**src/rtl/ctrl_pipe_v.sv**
```systemverilog
// ctrl_pipe_v
// Carries a decoded control word from D through the E, M and W stages of an
// in-order pipeline that has a multi-beat vector execute stage.
//
// A scalar instruction spends one cycle in E. A vector instruction spends
// BEATS = VLANES/LPC cycles in E, one beat per cycle. Each beat then moves
// through M and W on its own, so M and W see one entry per beat. While E still
// has beats left to issue, stall_o holds F/D.
//
// Parameters
//   CW      control-word width
//   VLANES  elements per vector operation
//   LPC     lanes processed per cycle (VLANES must be a multiple of LPC)
//
// Ports
//   clk          single clock, rising edge
//   reset        synchronous active-high reset
//   ctrl_d       decoded control word from D
//   valid_d      D holds a real instruction
//   vec_d        D instruction is a vector op
//   stall_in     hazard-unit stall: D holds and a bubble enters E
//   flush_e      hazard-unit flush: a bubble enters E and any op in E is aborted
//   ctrl_e/m/w   control word in E, M, W
//   valid_e/m/w  stage holds a real beat
//   beat_e/m/w   beat index of the op in that stage
//   last_beat_e  E holds the final beat of its op
//   stall_o      E still has vector beats to issue, so F/D must hold

module ctrl_pipe_v #(
  parameter  int CW     = 16,
  parameter  int VLANES = 8,
  parameter  int LPC    = 2,
  localparam int BEATS  = VLANES / LPC,
  localparam int BW     = (BEATS > 1) ? $clog2(BEATS) : 1
) (
  input  logic          clk,
  input  logic          reset,
  input  logic [CW-1:0] ctrl_d,
  input  logic          valid_d,
  input  logic          vec_d,
  input  logic          stall_in,
  input  logic          flush_e,
  output logic [CW-1:0] ctrl_e,
  output logic [CW-1:0] ctrl_m,
  output logic [CW-1:0] ctrl_w,
  output logic          valid_e,
  output logic          valid_m,
  output logic          valid_w,
  output logic [BW-1:0] beat_e,
  output logic [BW-1:0] beat_m,
  output logic [BW-1:0] beat_w,
  output logic          last_beat_e,
  output logic          stall_o
);

  // Index of the final beat. With BEATS == 1 this is 0, so every op is on its
  // last beat as soon as it enters E and vector ops behave exactly like scalars.
  localparam logic [BW-1:0] LAST_BEAT = BW'(BEATS - 1);

  // E-stage state. The vec flag is internal; it only affects how long the op
  // stays in E.
  logic [CW-1:0] ctrlE_q, ctrlE_d;
  logic          validE_q, validE_d;
  logic          vecE_q, vecE_d;
  logic [BW-1:0] beatE_q, beatE_d;

  // M and W simply shadow the stage in front of them one cycle later.
  logic [CW-1:0] ctrlM_q, ctrlW_q;
  logic          validM_q, validW_q;
  logic [BW-1:0] beatM_q, beatW_q;

  // A vector op keeps E busy until its last beat has been issued. The op
  // leaves E on that last beat, so the beat counter never has to wrap.
  assign stall_o     = validE_q & vecE_q & (beatE_q != LAST_BEAT);
  assign last_beat_e = validE_q & (~vecE_q | (beatE_q == LAST_BEAT));

  // Next E contents. A flush wins over everything except reset: it discards
  // the remaining beats and drops the D instruction of that cycle. While E is
  // still issuing beats, the D inputs and stall_in are ignored and only the beat
  // index moves. Otherwise a stall or an empty D produces a bubble, and a real
  // D instruction starts at beat 0. Reset is applied in the register block
  // below so that it overrides all of these cases.
  always_comb begin
    ctrlE_d  = ctrlE_q;
    validE_d = validE_q;
    vecE_d   = vecE_q;
    beatE_d  = beatE_q;
    if (flush_e) begin
      ctrlE_d  = '0;
      validE_d = 1'b0;
      vecE_d   = 1'b0;
      beatE_d  = '0;
    end else if (stall_o) begin
      beatE_d  = beatE_q + BW'(1);
    end else if (stall_in || !valid_d) begin
      ctrlE_d  = '0;
      validE_d = 1'b0;
      vecE_d   = 1'b0;
      beatE_d  = '0;
    end else begin
      ctrlE_d  = ctrl_d;
      validE_d = 1'b1;
      vecE_d   = vec_d;
      beatE_d  = '0;
    end
  end

  // Pipeline registers. Reset turns every stage into a bubble, which also
  // abandons any vector op that is part-way through E. M and W never stall
  // or flush: a beat that has already left E always completes through W.
  always_ff @(posedge clk) begin
    if (reset) begin
      ctrlE_q  <= '0;
      validE_q <= 1'b0;
      vecE_q   <= 1'b0;
      beatE_q  <= '0;
      ctrlM_q  <= '0;
      validM_q <= 1'b0;
      beatM_q  <= '0;
      ctrlW_q  <= '0;
      validW_q <= 1'b0;
      beatW_q  <= '0;
    end else begin
      ctrlE_q  <= ctrlE_d;
      validE_q <= validE_d;
      vecE_q   <= vecE_d;
      beatE_q  <= beatE_d;
      ctrlM_q  <= ctrlE_q;
      validM_q <= validE_q;
      beatM_q  <= beatE_q;
      ctrlW_q  <= ctrlM_q;
      validW_q <= validM_q;
      beatW_q  <= beatM_q;
    end
  end

  assign ctrl_e  = ctrlE_q;
  assign valid_e = validE_q;
  assign beat_e  = beatE_q;
  assign ctrl_m  = ctrlM_q;
  assign valid_m = validM_q;
  assign beat_m  = beatM_q;
  assign ctrl_w  = ctrlW_q;
  assign valid_w = validW_q;
  assign beat_w  = beatW_q;

endmodule

```
**config.mk**
```make
export PLATFORM = sky130hd
export DESIGN_NAME = ctrl_pipe_v
export DESIGN_NICKNAME = d
export VERILOG_FILES = /design/src/rtl/ctrl_pipe_v.sv
export SDC_FILE = /design/constraint.sdc
export NUM_CORES = 1
export LEC_CHECK = 0
export ABC_CLOCK_PERIOD_IN_PS = 1300
export BUFFER_PORTS_ARGS = -buffer_cell sky130_fd_sc_hd__buf_4
export CORE_MARGIN = 4
export CORE_UTILIZATION = 41
export DETAILED_ROUTE_END_ITERATION = 10
export GPL_TIMING_DRIVEN = 0
export MAX_ROUTING_LAYER = met4
export PLACE_DENSITY = 0.74
export SYNTH_ARGS = -nofsm -noshare
export SYNTH_HDL_FRONTEND = slang
export SYNTH_SLANG_ARGS = --single-unit
```
**constraint.sdc**
```tcl
create_clock -name clk -period 1.3 [get_ports clk]
set_input_delay 0.26 -clock clk [delete_from_list [all_inputs] [get_ports clk]]
set_output_delay 0.26 -clock clk [all_outputs]
set_load 0.005 [all_outputs]
```
-- Word level (Yosys, flattened, before mapping)
Cells that the tools add are included.
- word-level logic and storage cells: 26
- input port bits: 22
- register bits: 58
- output and inout port bits: 59
- reduce and logical (&&, ||, !) cells: 4
- multiplexer cells: 3
- bitwise gates (word level): 6
- $add $sub $neg: 1
- eq/ne operators: 2
- operator list (cell ; number):
    $mux W16 ; 1
    $and A1 B1 Y1 ; 3
    $reduce_or A3 Y1 ; 1
    $add A2 B1 Y2 const B ; 1
    $eq A2 B2 Y1 const B ; 1
    $mux W1 ; 2
    $ne A2 B2 Y1 const B ; 1
    $not A1 Y1 ; 2
    $reduce_or A2 Y1 ; 1
    $logic_not A1 Y1 ; 1
    $logic_or A1 B1 Y1 ; 1
    $or A1 B1 Y1 ; 1

-- Logic depth before layout (Yosys ltp)
Gate-level depths: netlist of run 1.
- word-level depth: 4
- gate-level depth with buffers: 5
- gate-level depth less buffers: 4

-- Worst setup path before layout of run 1
Ideal clock, no wire load.
- path kind: register to register
- from: register beatE_q[0] (netlist: beat_e[0])
- to: register ctrlE_q[10] (netlist: ctrl_e[10])
- buffers on the path: 1
- data arrival time: 1301 ps
- setup time: 66 ps
- clock period less this slack: 1367 ps
- stages on the path, launching flop included: 6
- path slack: -67 ps
- required time: 1234 ps
- cell sequence: dfxtp_1 ha_1 nand2b_1 or3b_1 buf_2 a21oi_2
- longest elaborated chain between the ends: 2
- RTL lines (what ; line ; source):
    start: declaration ; 65 ; logic [BW-1:0] beatE_q, beatE_d;
    start signal: assignment ; 127 ; beatE_q <= beatE_d;
    $ne A2 B2 Y1 ; 74 ; assign stall_o = validE_q & vecE_q & (beatE_q != LAST_BEAT);
    $and A1 B1 Y1 ; 74 ;
    end signal: assignment ; 124 ; ctrlE_q <= ctrlE_d;
    end: declaration ; 62 ; logic [CW-1:0] ctrlE_q, ctrlE_d;
Every way passes these cells.
A chain may end at the register's enable or synchronous reset.

-- Final worst setup path of run 1
- from: register beatE_q[0] (netlist: beat_e[0])
- to: output port stall_o
- longest elaborated chain between the ends: 2
- RTL lines (what ; line ; source):
    $ne A2 B2 Y1 ; 74 ;
    $and A1 B1 Y1 ; 74 ;
    end: declaration ; 53 ; output logic stall_o
Every way passes these cells.

==> results of run 1 <==
==> cell usage after synthesis <==
cell and n:
nor2b_2 1, buf_1 3, nor2b_1 37, buf_2 2
nor2_1 18, nor4b_4 1, dfxtp_1 58, nand2b_1 1
nand2_1 19, or3b_1 1, nand3b_1 1, inv_1 3
buf_4 2, clkbuf_1 1, ha_1 1, and2_1 1
a21oi_2 16
==> flip-flops by register name, indices dropped and copies added (netlist names) <==
name / cells
valid_w: 1
valid_e: 1
ctrl_m: 16
beat_w: 2
beat_m: 2
ctrl_e: 16
vecE_q: 1
valid_m: 1
ctrl_w: 16
beat_e: 2
==> cells by family after synthesis <==
group	Yosys count
fa+ha+maj	1
flops	58
buf+inv	11
simple gates	80
compound gates	16
==> metrics by stage <==
| step | std cells | utilization (%) |
|---|---|---|
| floorplan | 166 | - |
| global placement | 296 | 60.5 |
| detailed placement | 296 | 60.5 |
| CTS | 320 | 68.4 |
| global route | 321 | 69.4 |
| finish | 321 | 69.4 |
==> power groups by stage <==
| stage | clock network, W | logic [W] | registers [W] |
|---|---|---|---|
| detailed placement | 0 | 0.000141 | 0.00185 |
| global placement | 0 | 0.000140 | 0.00185 |
| finish | 0.00140 | 0.000142 | 0.00181 |
| floorplan | 0 | 0.0000439 | 0.00185 |
| global route | 0.00152 | 0.000155 | 0.00181 |
| CTS | 0.00144 | 0.000143 | 0.00181 |
==> final timing paths <==
check,from,to
max,beat_e[0]$_SDFF_PP0_,stall_o
max reg2reg,beat_e[0]$_SDFF_PP0_,ctrl_e[6]$_SDFFE_PP0N_
min reg2reg,ctrl_m[5]$_SDFF_PP0_,ctrl_w[5]$_SDFF_PP0_
min,vec_d,vecE_q$_SDFFE_PP0N_
==> routing by layer <==
metal	vias up	GRT usage [%]
li1	717	-
met2	47	26.2
met1	627	18.2
met3	8	5.00
met4	0	10.1
met5	-	-
==> worst max-delay path: cells and delay by family, from the launching register on <==
kind / cells / cell delay [ps]
buf+inv: 3 / 290
flops: 1 / 340
simple gates: 1 / 190
fa+ha+maj: 1 / 160
==> final cells by class <==
cell class              count  share of cell area [%]
flip-flops and latches     58                    40.7
repair buffers             91                    25.9
multi-input cells          97                    22.8
clock buffers              12                    5.43
well taps                  50                    2.19
plain buffers               7                    2.01
clock inverters             3                   0.526
inverters                   3                   0.394
==> cell usage in the layout (no fill, tap or decap), types with 2 or more instances in the layout <==
cell type,Yosys,final
buf_4,2,86
dfxtp_1,58,56
nor2b_1,37,37
nand2_1,19,17
a21oi_2,16,15
nor2_1,18,13
clkbuf_8,0,12
nor2_4,0,4
buf_1,3,3
buf_12,0,3
clkinv_2,0,3
buf_6,0,3
inv_1,3,2
nand2_2,0,2
dfxtp_2,0,2
==> repair_timing <==
| action | 4_1_cts | 5_1_grt |
|---|---|---|
| gates cloned | 2 | 0 |
| setup buffers | 8 | 4 |
| setup endpoints to repair | 22 | 22 |
| resized for setup | 12 | 11 |
| pin swaps | 2 | 4 |
| endpoints found under the hold margin | 0 | 0 |
==> results summary, run 1 <==
Buffers placed on the I/O ports in this run total 80. The maximum number of pins on one net before global-route repair is 11. The average via count per standard cell is 4.36. The delay of the slowest cell on the worst path came out at 340 ps. Detailed placement finished with a half-perimeter wire length of 2820 um. In the final layout, the share of cells above drive strength 1 is 51.7%. The initial core utilization is 43.7%. The initial antenna violation count came out at 0. The number of global-route vias before repair came out at 1299. The worst setup timing slack at the placement stage is -299 ps. After synthesis, the netlist uses 17 different library cells. Across every metal layer, demand over resource in global routing totals 16.5%. The relative contribution of combinational cells to total power came out at 4.2%. The number of buffers between clock root and the deepest sink is 2. The maximum resistive drop on vdd is 682 uV. The root cell of the clock tree is clkbuf_8. The number of levels the H-tree was split into is 3.

The sequential area share after synthesis came out at 64.6%. The critical path arrival came out at 1290 ps. The sequential cells in the finished layout cover a total of 0.00116 mm^2. The highest clock frequency the design can meet is 645 MHz.

The number of DRC markers in iteration 0 is 54. The routed wirelength normalized by instance count is 13.1 um. At the pin with the least slew margin, the transition time is 575 ps. The total clock buffers created by CTS is 9. The worst path uses 119% of the clock period. The first-pass GRT wire length is 6300 um.

In the synthesized netlist, mux cells make up 0% of the area. The number of vias after detailed routing is 1399. The detailed route wirelength on metal3 came out at 278 um. The slowest stage of the critical path belongs to the cell dfxtp_2. The worst setup slack after layout is -251 ps. The CTS tree is yes. Per report_power, the clock group accounts for 41.9% of the total. The number of standard cells after synthesis is 166.

The power density normalized to cell area came out at 1170 mW/mm^2. Of the total power, the share spent switching nets is 20.9%. The total power of the final layout is 0.00336 W. Setup repair after global routing could not meet its margin everywhere. The length of the first detailed-routing pass in iterations came out at 4. The cell count of the worst hold path came out at 3.

Summing the areas of all compound-gate instances in the mapped netlist gives 7.80% of the synthesized area. The power share of the sequential group is 53.9%. The cell type with the highest aggregate area in the netlist is dfxtp_1. The number of nets handed over by synthesis was 189. The core region is 0.00412 mm^2. The fraction of post-synthesis cell area in the top cell type by area came out at 64.6%.

The final-report max-slew violation count is 0. The antenna cell count came out at 0. By area the synthesized netlist is led by dfxtp_1 65%, nor2b_1 13%, a21oi_2 7.8%.

The internal reg-to-reg setup slack is -210 ps. The flow ran to the end, but the final reports show violations. By area, the combinational part of the netlist is dominated by simple AND/OR/NAND/NOR gates. The worst relative slew slack is 61.5%. The count of final setup violators is 22.

For the final database, setup skew stands at 6.99 ps. The count of standard-cell rows came out at 23. Internal power comes to 0.00266 W. The data required time of the worst path is 1040 ps. The source-to-sink clock delay at the later pin of the worst-skew pair came out at 320 ps. The count of nets left with antenna violations once routing finished came out at 0.

For this design the top-level I/O count stands at 81. The die area is 0.00551 mm^2. The die boundary width is 74.2 um. The post-route met1 wirelength is 1690 um. Traced cell by cell, the critical path runs through ha_4 -> nand3b_1 -> clkbuf_8 -> inv_2 -> buf_6. The post-detailed-routing wire length is 4190 um. In this run the static leakage power is 1.34 nW. The max-cap violation count is 0. Setup total negative slack on the finished layout was measured at -3530 ps. The worst setup path is captured at an output port. The routed design uses 2150 um of met2 wire. Counting flops and latches in the post-synthesis netlist gives 58. For the finished layout, the period the worst path requires is 1550 ps. The switching power summed over all nets came out at 0.000700 W. The post-cts hold buffer count came out at 0. The final reports fail on setup timing. The congestion estimate from routability-driven global placement came to 0.727. The netlist area before placement came out at 0.00180 mm^2.

The worst setup path is of the reg -> out kind. After detailed routing, the number of remaining DRC violations is 0. Summing the areas of all fa, ha and maj instances in the mapped netlist gives 0.696% of the synthesized area. The post-synthesis share of cell area spent on and, or, nand and nor gates came out at 24.0%. The number of synthesis warnings came out at 0.

Counting cells, the worst reg-to-reg path comes to 6. The average cell area after synthesis is 10.8 um^2. The total clock sinks came out at 58. The register clock-pin slew on the reported worst setup and hold paths came out at 60 ps. The count of filler cells inserted in the layout is 323.

The summed area of non-filler cells in the final layout is 0.00286 mm^2. The number of hold violations in the final report came out at 0. The number of nets at the end of the flow came out at 290. Measured along the y axis, the die boundary spans 74.2 um. The sum of overflow across all layers after global routing came out at 0. The worst setup path is launched from a flop. Once placement finished, the instance area stood at 0.00249 mm^2. The layout-stage area growth over the synthesis result came out at 59.0%. Of all nets on the critical path, the largest fanout is 2. The tightest min-delay check is of the in -> reg type.

The area occupied by multi-input gates came out at 652 um^2. The worst hold slack is 135 ps. Routed signal wires occupy layers up through met4. The xor-xnor portion of the synthesized cell area came out at 0%.
Note: power is estimated with default switching activity, not from simulation.
==> inputs of run 2 (changes only) <==
- ABC_AREA: default -> 1
- CORE_UTILIZATION: 41 -> 42
==> results summary, run 2 <==
The run finished, with violations left. The checks that failed: setup timing. The cell count of the worst hold path came out at 3. The fraction of layout instances using a drive strength above 1 is 38.6%. The antenna cell count is 0. For this design, the slowest cell found on the critical path is dfxtp_4.

In the layout the commonest cells are 90 x buf_4, 58 x nor2_1, 54 x dfxtp_1, 48 x inv_1, 35 x nand2_1. After legalization and detailed placement, the total HPWL measured 3260 um. The maximum fanout along the worst path came out at 2. The global-route total usage across every layer is 16.1%.

The register bit count reported by yosys is 58. The destination of the worst hold path is vecE_q$_SDFFE_PP0N_. The number of nets produced by synthesis is 271. The cell with the most instances after synthesis is nor2_1. The number of standard cells after synthesis came out at 248. The aggregate negative setup slack is -106 ps.

The top-level port count is 81. The routed wirelength normalized by instance count is 11.6 um. The highest clock frequency the design can meet is 718 MHz. The register clock-pin slew on the reported worst setup and hold paths is 60 ps. By area the synthesized netlist is led by dfxtp_1 58%, nor2_1 11%, inv_1 9.2%. The data required time of the worst path came out at 1040 ps. The power share of the sequential group came out at 49.4%. The worst relative slew slack is 82.1%.

The highest layer used for signal routing is met4. Setup slack on the critical path of the routed design comes to -93.4 ps. Compared with the post-synthesis result, the final layout area differs by 49.5%. The maximum number of pins on one net before global-route repair came out at 11. In this run the number of H-tree levels came out at 3.

In this run, CTS created clock tree buffers numbering 9. The number of nets at the end of the flow is 369. The startpoint of the lowest-slack register-to-register path is beat_e[0]$_SDFF_PP0_. For the worst setup path, the data arrival time is 1130 ps.

The initial core utilization is 44.7%. The most used flip-flop cell after synthesis is dfxtp_1. In this run the horizontal extent of the chip is 77.0 um. The root cell of the clock tree is clkbuf_8. The power density normalized to cell area is 1230 mW/mm^2.

The maximum resistive drop on vdd came out at 529 uV. The synthesized netlist occupies a cell area of 0.00200 mm^2. Dividing the final minimum period by the clock period gives 107%.

The number of cells in the design after placement is 379. The share of synthesized flip-flops with an asynchronous set or reset is 0%. The number of synthesis warnings is 0. In the routed design, unresolved DRC markers number 0. Summed over all instances, the cell type with the most area after synthesis is dfxtp_1. For this block, wires on met1 add up to 2010 um. The first-pass GRT wire length is 7300 um. The count of port buffers added during placement is 79.

The final-report max-slew violation count is 0. The CTS tree is yes. The number of hold violations in the final report is 0. The final instance count without filler cells is 402.

The relative contribution of the clock network to total power is 45.4%. The internal reg-to-reg setup slack is 30 ps. The placer's final routability congestion estimate is 0.723. In this run, the combinational gates consume 5.3% of the power.

The sequential area share after synthesis came out at 58.1%. The source-to-sink clock delay at the later pin of the worst-skew pair is 320 ps. The endpoint identified for the worst register-to-register timing path is ctrl_e[6]$_SDFFE_PP0N_. By count the netlist is led by 61 x nor2_1, 58 x dfxtp_1, 49 x inv_1. The startpoint kind of the worst setup timing path is a flop. The standard cell core area came out at 0.00447 mm^2.

The initial antenna violation count came out at 0. The synthesized design devotes to its leading area cell type 58.1% of total area. The worst clock skew on the final layout is 4.03 ps. The number of vias after detailed routing is 1694. The worst hold-check path type is in -> reg.

For the pin with the worst max-slew slack, the measured transition is 268 ps. Traced cell by cell, the critical path runs through ha_4 -> inv_4 -> a21oi_2 -> buf_4. The average via count per standard cell is 4.21. In this run the most critical hold path is launched from vec_d. The max-cap violation count came out at 0. The die area came out at 0.00593 mm^2. The worst setup path is captured at an output port.

The number of global-route vias before repair came to 1582. The delay of the slowest cell on the worst path came out at 360 ps. The count of standard-cell rows came out at 24. The leakage power figure is 1.48 nW. In this run, the number of DRC markers left after iteration 0 of detailed routing was 55. The sum of overflow across all layers after global routing came out at 0. The switching share of power came out at 20.2%. The length of the first detailed-routing pass in iterations is 4. The kind of critical path is reg -> out.

The die boundary height came out at 77.0 um. For the finished layout, the period the worst path requires is 1390 ps. The switching power summed over all nets came out at 0.000739 W. The library cell used most frequently in the layout, excluding fill and tap cells, is buf_4. Setup repair after global routing could not meet its margin everywhere.

The antenna violation net count after detailed routing came out at 0. Wires add up to 4650 um. The number of different library cells in the post-synthesis netlist came out at 17. The worst setup timing slack at the placement stage is 14.4 ps.

Setup violations remaining at the end of the flow were counted as 2. The average cell area after synthesis is 8.06 um^2. The detailed route wirelength on metal3 came out at 265 um. The detailed route wirelength on metal2 came out at 2280 um. The number of buffers between clock root and the deepest sink came out at 2. The logic depth of the worst register-to-register path came out at 7. The total clock sinks came out at 58. The internal power of the cells is 0.00292 W. The number of enable flip-flop cells after synthesis came out at 0.
[run 2: changes by cell type after synthesis, sizes merged, moves of 3 or more]
cell | previous run | this run
nand3 | 0 | 18
buf | 7 | 10
nor2 | 18 | 66
a21oi | 16 | 1
nand2 | 19 | 43
inv | 3 | 49
nor2b | 38 | 0
[run 2: how the worst max path moves through the flow]
stage / start / end / slack [ps] / cells after the start
6_report: beat_e[0]$_SDFF_PP0_ / last_beat_e / -90 / 4
5_1_grt: beat_e[0]$_SDFF_PP0_ / last_beat_e / -130 / 4
4_1_cts: beat_e[1]$_SDFF_PP0_ / last_beat_e / -110 / 4
3_5_place_dp: beat_e[0]$_SDFF_PP0_ / stall_o / 10 / 3
3_3_place_gp: beat_e[0]$_SDFF_PP0_ / stall_o / 20 / 3
2_1_floorplan: beat_e[0]$_SDFF_PP0_ / ctrl_e[1]$_SDFFE_PP0N_ / 120 / 6
[run 2: layer usage]
metal | GRT usage, % | vias to the layer above
met4 | 8.01 | 0
li1 | - | 905
met5 | - | -
met1 | 17.6 | 727
met2 | 27.3 | 53
met3 | 4.22 | 9
[run 2: layout make-up]
type | instances | area, um^2
Timing Repair Buffer | 87 | 674
Clock inverter | 2 | 35.0
Clock buffer | 13 | 169
Sequential cell | 58 | 1170
Fill cell | 372 | 1490
Tap cell | 52 | 65.1
Buffer | 10 | 78.8
Inverter | 50 | 190
Multi-Input combinational cell | 130 | 606
[run 2: cells by family (layout without fill, tap and decap cells)]
kind of cell / after synthesis / count (layout) / synth area share, %
buffers and inverters: 60 / 162 / 13.1
flip-flops: 58 / 58 / 58.1
AND/OR/NAND/NOR: 127 / 127 / 27.6
AO/OA/AOI/OAI: 2 / 2 / 0.500
adder cells (fa/ha/maj): 1 / 1 / 0.626
[run 2: power groups by stage]
stage / combinational (W) / clock [W] / sequential, W
6_report: 0.000193 / 0.00166 / 0.00181
5_1_grt: 0.000213 / 0.00176 / 0.00181
4_1_cts: 0.000192 / 0.00168 / 0.00181
3_5_place_dp: 0.000190 / 0 / 0.00185
3_3_place_gp: 0.000188 / 0 / 0.00185
2_1_floorplan: 0.0000889 / 0 / 0.00185
[run 2: what timing repair did]
action                     CTS  global route
setup buffers                6             2
setup endpoints to repair    2             6
resized for setup           11             7
hold buffers                 0             0
pin swaps                    3             4
cloned                       0             1
[run 2: per-stage QoR]
| stage | util [%] | area, um^2 | total power [W] | hold WS [ps] |
|---|---|---|---|---|
| after floorplan | - | 2000 | 0.00194 | 405 |
| after global placement | 59.4 | 2660 | 0.00203 | 410 |
| after detailed placement | 59.4 | 2660 | 0.00204 | 413 |
| after CTS | 65.6 | 2940 | 0.00368 | 188 |
| after global routing | 66.8 | 2990 | 0.00378 | 199 |
| final | 66.8 | 2990 | 0.00366 | 198 |
[run 2: critical path: cells and delay by family, from the launching register on]
family	cells	cell delay, ps
flops	1	360
compound gates	1	120
buf+inv	2	170
fa+ha+maj	1	160
